<file path="config.mk">
export PLATFORM = sky130hd
export DESIGN_NAME = icache_direct
export DESIGN_NICKNAME = d
export VERILOG_FILES = /design/src/rtl/icache_direct.sv
export SDC_FILE = /design/constraint.sdc
export NUM_CORES = 1
export LEC_CHECK = 0
export CELL_PAD_IN_SITES_DETAIL_PLACEMENT = 1
export CELL_PAD_IN_SITES_GLOBAL_PLACEMENT = 1
export CORE_MARGIN = 1
export CORE_UTILIZATION = 40
export DETAILED_ROUTE_END_ITERATION = 10
export HOLD_SLACK_MARGIN = 0.06
export PLACE_DENSITY = 0.66
export SLEW_MARGIN = 15
export SYNTH_ARGS = -nofsm -noshare
export SYNTH_HDL_FRONTEND = slang
export SYNTH_SLANG_ARGS = --single-unit
</file>
<file path="constraint.sdc">
create_clock -name CLK -period 7.15 [get_ports CLK]
set_input_delay 1.43 -clock CLK [delete_from_list [all_inputs] [get_ports CLK]]
set_output_delay 1.43 -clock CLK [all_outputs]
set_load 0.01 [all_outputs]
</file>
<file path="src/rtl/icache_direct.sv">
`default_nettype none
// ============================================================================
// Module      : icache_direct
// Description : Direct-mapped, one-word-per-frame read-only instruction cache
//               with miss fill through the memory controller's instruction
//               port and saturating hit/miss statistics counters.
// Revision    : 1.0 - initial release
// ============================================================================
module icache_direct #(
  parameter int SETS = 16,
  parameter int CNTW = 16
) (
  input  logic            CLK,
  input  logic            RST,
  input  logic            imemREN,
  input  logic [31:0]     imemaddr,
  output logic            ihit,
  output logic [31:0]     imemload,
  output logic            iREN,
  output logic [31:0]     iaddr,
  input  logic            iwait,
  input  logic [31:0]     iload,
  input  logic            flush,
  output logic [CNTW-1:0] hitcnt,
  output logic [CNTW-1:0] misscnt
);

  localparam int IW = $clog2(SETS);
  localparam int TW = 30 - IW;

  localparam logic [0:0] c_IDLE  = 1'b0;
  localparam logic [0:0] c_FETCH = 1'b1;

  localparam logic [CNTW-1:0] c_CNT_ONE = {{(CNTW-1){1'b0}}, 1'b1};

  logic [0:0]      r_state;
  logic [31:0]     r_missaddr;
  logic [SETS-1:0] r_valid;
  logic [TW-1:0]   r_tag  [SETS];
  logic [31:0]     r_data [SETS];
  logic [CNTW-1:0] r_hitcnt;
  logic [CNTW-1:0] r_misscnt;

  logic [IW-1:0] w_idx;
  logic [TW-1:0] w_tag;
  logic [IW-1:0] w_fidx;
  logic [TW-1:0] w_ftag;
  logic          w_idle;
  logic          w_hit;
  logic          w_miss;
  logic          w_fill;
  logic          w_unused_lo;

  assign w_idx       = imemaddr[IW+1:2];
  assign w_tag       = imemaddr[31:IW+2];
  assign w_fidx      = r_missaddr[IW+1:2];
  assign w_ftag      = r_missaddr[31:IW+2];
  assign w_unused_lo = ^imemaddr[1:0];

  assign w_idle = (r_state == c_IDLE);
  assign w_hit  = w_idle & imemREN & r_valid[w_idx] & (r_tag[w_idx] == w_tag) & ~flush;
  assign w_miss = w_idle & imemREN & ~w_hit & ~flush;
  assign w_fill = (r_state == c_FETCH) & ~iwait;

  assign ihit     = w_hit;
  assign imemload = w_hit ? r_data[w_idx] : 32'h0;
  // Request signals decode only registered state so they never follow imemaddr.
  assign iREN     = (r_state == c_FETCH);
  assign iaddr    = (r_state == c_FETCH) ? r_missaddr : 32'h0;
  assign hitcnt   = r_hitcnt;
  assign misscnt  = r_misscnt;

  always_ff @(posedge CLK) begin
    if (RST) begin
      r_state    <= c_IDLE;
      r_missaddr <= 32'h0;
      r_valid    <= '0;
      r_hitcnt   <= '0;
      r_misscnt  <= '0;
    end else begin
      case (r_state)
        c_IDLE: begin
          if (w_miss) begin
            r_missaddr <= {imemaddr[31:2], 2'b00};
            r_state    <= c_FETCH;
          end
        end
        c_FETCH: begin
          if (!iwait) r_state <= c_IDLE;
        end
        default: r_state <= c_IDLE;
      endcase

      // Flush beats a same-edge fill, leaving the filled frame invalid.
      if (flush)       r_valid         <= '0;
      else if (w_fill) r_valid[w_fidx] <= 1'b1;

      if (w_hit && (r_hitcnt != {CNTW{1'b1}}))
        r_hitcnt <= r_hitcnt + c_CNT_ONE;
      if (w_miss && (r_misscnt != {CNTW{1'b1}}))
        r_misscnt <= r_misscnt + c_CNT_ONE;
    end
  end

  always_ff @(posedge CLK) begin
    if (!RST && w_fill) begin
      r_tag[w_fidx]  <= w_ftag;
      r_data[w_fidx] <= iload;
    end
  end

endmodule
`default_nettype wire

</file>
-- Word-level counts from Yosys, hierarchy flattened
Memory sizes are Yosys's and may differ from the RTL's.
Cells that the tools add are included.
- logic and storage cells: 45
- bits in writable memories: 928
- register bits after elaboration: 79
- memories kept: 2
- memory list (memory ; depth ; width ; rd ports ; clocked after Yosys merged registers in ; write ports ; RTL line ; RTL):
    r_data ; 16 ; 32 ; 1 ; 0 ; 1 ; 40 ; logic [31:0] r_data [SETS];
    r_tag ; 16 ; 26 ; 1 ; 0 ; 1 ; 39 ; logic [TW-1:0] r_tag [SETS];
- reductions and logical operators: 7
- bitwise logic cells: 12
- $lt $le $gt $ge: 3
- add/subtract/negate cells: 2
- equal/unequal tests: 3
- mux-type cells: 11
- operators with widths (operator ; number):
    $mux W32 ; 2
    $add A16 B1 Y16 const B ; 2
    $ne A16 B16 Y1 const B ; 2
    $eq A26 B26 Y1 ; 1
    $or A16 B16 Y16 ; 1
    $lt A4 B5 Y1 const B ; 2
    $and A1 B1 Y1 ; 7
    $mux W1 ; 6
    $bmux W1 S4 ; 1
    $demux W1 S4 ; 1
    $ge A4 B1 Y1 const B ; 1
    $logic_and A1 B1 Y1 ; 4
    $not A1 Y1 ; 4
    $pmux W1 S2 ; 1
    $reduce_and A2 Y1 ; 1
    $reduce_or A2 Y1 ; 1
    $logic_not A1 Y1 ; 1

-- Longest topological paths before layout
Gate-level depths: netlist (run 1).
- depth in word-level cells: 10
- mapped depth: 16

-- Least setup slack after synthesis (run 1)
No wires, ideal clock.
- kind: input -> register
- start point: input iwait
- end point: memory r_data[3][0] (enable)
- slack: 0.841 ns
- stages: 3
- setup time: 0.545 ns
- required time: 6.605 ns
- arrival time: 5.764 ns
- path buffers: 0
- cells stage by stage: and3b_1 -> nand2b_1 -> nor3_1
- cells in the longest elaborated chain, start to end: 5
- RTL lines (element ; RTL line ; RTL):
    start: declaration ; 21 ; input logic iwait,
    $not A1 Y1 ; 63 ; assign w_fill = (r_state == c_FETCH) & ~iwait;
    $and A1 B1 Y1 ; 63 ;
    $logic_and A1 B1 Y1 ; 106 ; if (!RST && w_fill) begin
    $mux W1 ; 106 ;
    $mux W1 (implied by the code) ; 108 ; r_data[w_fidx] <= iload;
    end: declaration ; 40 ;
No other way between the ends.

-- Worst setup path after layout (run 1)
- start point: input imemaddr[2]
- end point: output imemload[21]
- cells in the longest elaborated chain, start to end: 6
- elaborated cells between the ends (all ways): 9
- classes of those cells: eq/ne (1); mux (3); bitwise (3); memory (2)
- RTL lines (element ; RTL line ; RTL):
    start: declaration ; 16 ; input logic [31:0] imemaddr,
    branches (longest 5 deep; another with $mem_v2 Z16 W26) ; -- ;
    $mux W32 (*) ; 66 ; assign imemload = w_hit ? r_data[w_idx] : 32'h0;
    end: declaration ; 18 ; output logic [31:0] imemload,
Every way passes the cells marked *. The select of a mux whose other input is x is not followed.

==> metrics.yaml, run 1 <==
synthesis:
  syn_area_mm2: 0.0399
  async_flop_share_pct: 0
  syn-mean-instance-area_um2: 19.8
  synth_edf_count: 928
  yosysSeqAreaShare_pct: 73.8
  ys_ff_latch: 1007
  ys_warn_count: 0
  ys.flop_type: "edfxtp_1"
  synth_cells: 2019
  synth_cell_types: 68
timing:
  fin_crit_sh_pct: 94.4
  finalMaxSlewViolations: 0
  rsz0062_at_grt: "no"
  finalWorstPathRequiredPeriod_ns: 6.75
  relSlewSlack_pct: 25.2
  tns_ns: 0
  worst_clock_skew_ns: 0.0196
  setup_viol: 0
  max_freq_ghz: 0.148
  tightest_slew_ns: 1.12
  hold_violations: 0
job:
  maxCapViolations: 0
cts:
  cts_tree: "built"
  cts_made_buffers: 104
  htree_levels: 3
  path_clk_slew_ns: 0.06
  post-cts-setup-buffers: 0
  postCtsResizedCells: 0
  cts.sinks: 1007
  cts_hold_buf: 0
  cts_root_buf: "clkbuf_16"
  cts.path.max_buffers: 3
  clk_latency_ns: 0.68
grt:
  use_met3_pct: 3.05
  use_met2_pct: 32.6
  antenna_found_initial: 4
  grt_pass1_wl_um: 148000
  gr-usage-met1_pct: 27.9
  grt_max_degree: 114
  top_usage_layer: "met2"
  grt_pass1_vias: 21811
  grt.overflow.total: 0
  track_usage_pct: 20.0
route:
  drtPass1Iterations: 5
  ant_nets: 0
  routed_wl_um: 101000
  drc: 0
  via_count: 20669
  vias_per_cell: 5.71
  drt_iter0_drc: 1815
  wire_per_inst_um: 28.0
power:
  p_total_mw: 12.6
  irDropWorstVdd_v: 0.000184
  leakagePower_nw: 15.4
  netSwitchingFraction_pct: 21.0
  comb_power_share_pct: 4.3
  power_switching_mw: 2.64
  internal-power_mw: 9.94
  power_frac_seq_pct: 51.6
  pwr-share-clk_pct: 44.2
  p_per_area_mw_per_mm2: 269
setup_path:
  crit_family: "buffers and inverters"
  crit_arrival_ns: 5.32
  critPathSlowestCell: "mux4_2"
  crit_chain: "buf_8, mux4_2, a22o_1, a221oi_2, xor2_1, or3b_1, nor4_4, nand4_4, inv_2, buf_4, and2_1, clkdlybuf4s50_1"
  cp_max_fo: 19
  path_buf_inv: 4
  cp-start-kind: "input pin"
  worst-setup-path-type: "in -> out"
  required_ns: 5.72
  end_kind: "primary output"
  critPathMaxStageDelay_ns: 0.54
placement:
  io_buffers: 162
  globalplace.congestion: 0.788
  dp_cells: 3425
  place_hpwl_um: 58300
floorplan:
  core_area_mm2: 0.0986
  num_rows: 115
  start_util_pct: 40.5
  die_area_mm2: 0.101
  die_h_um: 318
  io_pins: 167
  die_w_um: 318
status:
  status: "finished, final reports clean"
hold_path:
  hold_class: "reg -> reg"
finish:
  n_antenna_cell: 0
  multi_input_area_mm2: 0.0100
  stdcell_count: 3617
  syn2layout_area_growth_pct: 17.3
  drive_gt1_share_pct: 22.0
  nFillCells: 8955
  fin_util_pct: 47.5
  nNetsFinal: 2315
  seq_area_mm2: 0.0294
[synth_stat cells (26+ instances only)]
cell type	count	area share [%]
a21oi_1	32	0.40
and2_1	70	1.1
buf_2	27	0.34
clkbuf_1	50	0.47
dfxtp_1	79	4.0
edfxtp_1	928	70
mux2i_1	73	1.8
mux4_2	246	14
nand2_1	35	0.33
nand2b_1	38	0.60
nand4b_1	30	0.66
nor2_1	71	0.67
nor2b_1	26	0.41
o21ai_0	40	0.50
[through the flow]
step	setup WS [ns]	area, um^2	hold slack [ns]
2_1_floorplan	0.841	39900	0.431
3_3_place_gp	0.387	43300	0.443
3_5_place_dp	0.380	43300	0.457
4_1_cts	0.368	46800	0.475
5_1_grt	0.157	46800	0.516
6_report	0.401	46800	0.472
[registers in the layout (all words and copies together), names as in the netlist]
signal	cells
r_data	512
r_tag	416
r_missaddr	30
hitcnt	16
misscnt	16
r_valid	16
iREN	1
[layout make-up]
cell class,count,share of cell area [%]
inverter,11,0.0935
tap,1287,3.44
sequential,1007,62.9
multi-input combinational,889,21.4
clock buffer,136,6.01
clock inverter,56,1.52
timing repair buffer,231,4.66
[cells by family (layout without fill, tap and decap cells)]
logic type               after synthesis  in the layout  share of synthesized area, %
adder cells (fa/ha/maj)                2              2                        0.0627
flip-flops                          1007           1007                          73.8
AND/OR/NAND/NOR                      380            380                          5.57
multiplexers                         336            336                          16.2
buffers and inverters                124            434                          1.44
AO/OA/AOI/OAI                        141            141                          2.32
XOR/XNOR                              28             28                         0.615
other                                  1              2                       0.00940
[tightest hold or removal path, cell delays in order, from the launching register on]
cell and delay (ns):
dfxtp_1 0.33, a21oi_1 0.04, nor2_1 0.07
[per-layer routing]
layer | share of wire, % | routed length [um] | up-vias
met5 | 0.023 | 23 | -
met4 | 2.5 | 2520 | 4
met3 | 5.4 | 5490 | 161
met2 | 48 | 49100 | 676
met1 | 44 | 44300 | 11108
li1 | - | - | 8720
[power by group through the flow]
stage / Clock (mW) / Combinational [mW] / Sequential [mW]
2_1_floorplan: 0 / 0.335 / 6.58
4_1_cts: 5.66 / 0.547 / 6.48
6_report: 5.55 / 0.540 / 6.48
3_5_place_dp: 0 / 0.545 / 6.61
3_3_place_gp: 0 / 0.532 / 6.60
5_1_grt: 5.84 / 0.578 / 6.48
[placed cells by master (no fill, tap or decap), types with 25 or more instances in the layout]
cell type        count
edfxtp_1           928
mux4_2             246
clkdlybuf4s50_1    157
clkbuf_16          106
dfxtp_1             79
mux2i_1             73
and2_1              70
buf_4               67
nor2_1              56
o21ai_0             40
nand2b_1            38
nand2_1             35
a21oi_1             32
nand4b_1            30
nor2b_1             26
nand3_1             25
clkbuf_1            25
[path summary, 6_finish.rpt]
check	start	endpoint	slack, ns	depth (start not counted)
setup / recovery	imemaddr[2]	imemload[21]	0.40	12
hold / removal	r_valid[11]	r_valid[11]	0.47	2
setup reg to reg	r_tag[13][13]	hitcnt[13]	3.16	10
hold reg to reg	r_valid[11]	r_valid[11]	0.47	2
No activity file was read; power rests on OpenSTA's default activity.
==> inputs of run 2 (changes only) <==
--- a/config.mk
+++ b/config.mk
@@ -9,6 +9,7 @@
 export CELL_PAD_IN_SITES_GLOBAL_PLACEMENT = 1
 export CORE_MARGIN = 1
 export CORE_UTILIZATION = 40
+export CTS_CLUSTER_DIAMETER = 100
 export DETAILED_ROUTE_END_ITERATION = 10
 export HOLD_SLACK_MARGIN = 0.06
 export PLACE_DENSITY = 0.66
==> results of run 2 <==
Final layout, timing and power as in run 1 (identical DEF).
==> inputs of run 3 (changes only) <==
==> constraint.sdc (replaced) <==
create_clock -name CLK -period 7.4 [get_ports CLK]
set_input_delay 1.48 -clock CLK [delete_from_list [all_inputs] [get_ports CLK]]
set_output_delay 1.48 -clock CLK [all_outputs]
set_load 0.01 [all_outputs]
==> run 3 against run 2 <==
Core utilization down 0.11 points. Worst setup slack better by 0.20 ns. Largest power group unchanged. Critical path depth up 1. Count of clock-buffer cells in the layout down 6. Routed wire length down 0.31%. Sequential power down 3.4%. Register-to-register slack better by 0.28 ns. Combinational power down 3.7%.
==> metrics.yaml, run 3 (same netlist as run 1, synthesis figures left out) <==
status:
  status: "finished, final reports clean"  # unchanged
timing:
  finalWorstPathRequiredPeriod_ns: 6.80
  finalMaxSlewViolations: 0  # unchanged
  max_freq_ghz: 0.147
  worst_clock_skew_ns: 0.0347  # was 0.0196 ns
  rsz0062_at_grt: "no"  # unchanged
  setup_viol: 0  # unchanged
  tns_ns: 0  # unchanged
  hold_violations: 0  # unchanged
  relSlewSlack_pct: 25.7  # was 25.2%
  fin_crit_sh_pct: 91.9
  whs_ns: 0.474  # was 0.472 ns
  tightest_slew_ns: 1.11  # was 1.12 ns
power:
  power_frac_seq_pct: 52.0  # was 51.6%
  irDropWorstVdd_v: 0.000193  # was 0.000184 V
  pwr-share-clk_pct: 43.7  # was 44.2%
  p_per_area_mw_per_mm2: 258  # was 269 mW/mm^2
  internal-power_mw: 9.48  # was 9.94 mW
  power_switching_mw: 2.57  # was 2.64 mW
  leakagePower_nw: 15.3  # was 15.4 nW
  comb_power_share_pct: 4.3  # about the same
  netSwitchingFraction_pct: 21.4  # was 21.0%
setup_path:
  end_kind: "primary output"  # unchanged
  required_ns: 5.92  # was 5.72 ns
  critPathLaunch: "imemaddr[5]"  # was imemaddr[2]
  critPathSlowestCell: "clkdlybuf4s50_1"  # was mux4_2
  crit_family: "buffers and inverters"  # unchanged
  ff2ff_path_depth: 11  # was 10
  crit_chain: "buf_2, buf_4, inv_4, a221oi_1, o21a_1, o21a_1, o2111ai_1, nor3_2, nand4_4, inv_2, buf_12, and2_1, clkdlybuf4s50_1"  # was buf_8, mux4_2, a22o_1, a221oi_2, xor2_1, or3b_1, nor4_4, nand4_4, inv_2, buf_4, and2_1, clkdlybuf4s50_1
  reg2reg_from: "r_tag[13][13]"  # unchanged
  cp_num_cells: 13  # was 12
  path_buf_inv: 6  # was 4
  cp-start-kind: "input pin"  # unchanged
  cp_max_fo: 26  # was 19
  crit_arrival_ns: 5.32  # about the same
  critPathMaxStageDelay_ns: 0.58  # was 0.54 ns
  worst_path_most_repeated_cell: "o21a_1"
  worst-setup-path-type: "in -> out"  # unchanged
cts:
  cts.path.max_buffers: 3  # unchanged
  clk_latency_ns: 0.70  # was 0.68 ns
  post-cts-setup-buffers: 0  # unchanged
  path_clk_slew_ns: 0.06  # about the same
  cts_root_buf: "clkbuf_16"  # unchanged
  cts.sinks: 1007  # unchanged
  postCtsResizedCells: 0  # unchanged
  cts_made_buffers: 104  # unchanged
  htree_levels: 3  # unchanged
  cts_hold_buf: 0  # unchanged
  cts_tree: "built"  # unchanged
floorplan:
  die_area_mm2: 0.101  # unchanged
  start_util_pct: 40.5  # unchanged
  die_w_um: 318  # unchanged
  core_area_mm2: 0.0986  # unchanged
  die_h_um: 318  # unchanged
  num_rows: 115  # unchanged
  io_pins: 167  # unchanged
route:
  routed_wl_um: 101000  # about the same
  vias_per_cell: 5.67  # was 5.71
  drc: 0  # unchanged
  drt_iter0_drc: 1807  # was 1815
  via_count: 20478  # was 20669
  ant_nets: 0  # unchanged
  wire_per_inst_um: 28.0  # about the same
  drtPass1Iterations: 5  # unchanged
placement:
  dp_cells: 3415  # was 3425
  globalplace.congestion: 0.789  # was 0.788
  placed_cell_area_mm2: 0.0432  # was 0.0433 mm^2
  io_buffers: 162  # unchanged
  place_hpwl_um: 56800  # was 58300 um
finish:
  syn2layout_area_growth_pct: 17.1  # was 17.3%
  nFillCells: 9032  # was 8955
  final_common_cell: "edfxtp_1"  # unchanged
  drive_gt1_share_pct: 22.0  # about the same
  layout_common_cells: "edfxtp_1, mux4_2, clkdlybuf4s50_1"  # unchanged
  regMostFlops: "r_data"  # unchanged
  fin_area_mm2: 0.0467  # was 0.0468 mm^2
  largest_reg_flops: 512  # unchanged
  top_regs: "r_data x512, r_tag x416, r_missaddr x30"  # unchanged
  stdcell_count: 3614  # was 3617
  nNetsFinal: 2305  # was 2315
grt:
  grt.overflow.total: 0  # unchanged
  grt_pass1_wl_um: 148000  # about the same
  grt_max_degree: 114  # unchanged
  grt_pass1_vias: 21621  # was 21811
  track_usage_pct: 20.0  # about the same
  antenna_found_initial: 4  # unchanged
job:
  maxCapViolations: 0  # unchanged
hold_path:
  hold_class: "reg -> reg"  # unchanged
  hp-start: "r_valid[2]"  # was r_valid[11]
  worstHoldPathCells: 2  # unchanged
[run 3: cell count changes in the layout (fill, tap and decap cells not counted), moves of 2 or more]
cell,previous run,this run
buf_4,67,55
bufinv_16,13,10
clkinv_2,12,20
clkinvlp_4,6,8
buf_12,3,5
clkinv_1,19,22
clkbuf_1,25,20
[run 3: path summary, 6_finish.rpt]
path	to	slack (ns)
max	imemload[31]	0.60
min	r_valid[2]	0.47
max reg2reg	r_missaddr[24]	3.44
min reg2reg	r_valid[2]	0.47
[run 3: worst register-to-register path: cells and delay by family, from the launching register on]
kind / cells / cell delay, ns
xor+xnor: 1 / 0.32
buf+inv: 2 / 0.60
compound gates: 3 / 0.82
mux: 1 / 0.49
simple gates: 4 / 1.27
flops: 1 / 0.36
[run 3: layout make-up]
type / count / area, um^2 / area share (%)
Multi-Input combinational cell: 889 / 10000 / 21.4
Tap cell: 1287 / 1610 / 3.45
Antenna cell: 1 / 2.50 / 0.00536
Sequential cell: 1007 / 29400 / 63.0
Timing Repair Buffer: 221 / 2130 / 4.56
Inverter: 11 / 43.8 / 0.0937
Clock buffer: 130 / 2770 / 5.93
Clock inverter: 68 / 697 / 1.49
[run 3: power by group through the flow]
| stage | logic (mW) | registers (mW) | clock network (mW) |
|---|---|---|---|
| 2_1_floorplan | 0.324 | 6.36 | 0 |
| 3_3_place_gp | 0.514 | 6.38 | 0 |
| 3_5_place_dp | 0.527 | 6.38 | 0 |
| 4_1_cts | 0.529 | 6.26 | 5.37 |
| 5_1_grt | 0.558 | 6.26 | 5.56 |
| 6_report | 0.520 | 6.26 | 5.27 |
[run 3: metal layers]
layer	track usage [%]	vias up	wire length [um]
li1	-	8706	-
met1	27.7	11022	43800
met2	33.3	613	50100
met3	2.92	133	5370
met4	4.82	4	1820
met5	0	-	34
[run 3: stage by stage]
step	utilization (%)	setup WS [ns]	power, mW
after CTS	47.4	0.539	12.2
after global placement	43.9	0.539	6.89
after global routing	47.4	0.317	12.4
final	47.4	0.597	12.1
after detailed placement	43.9	0.552	6.91
after floorplan	-	1.04	6.69
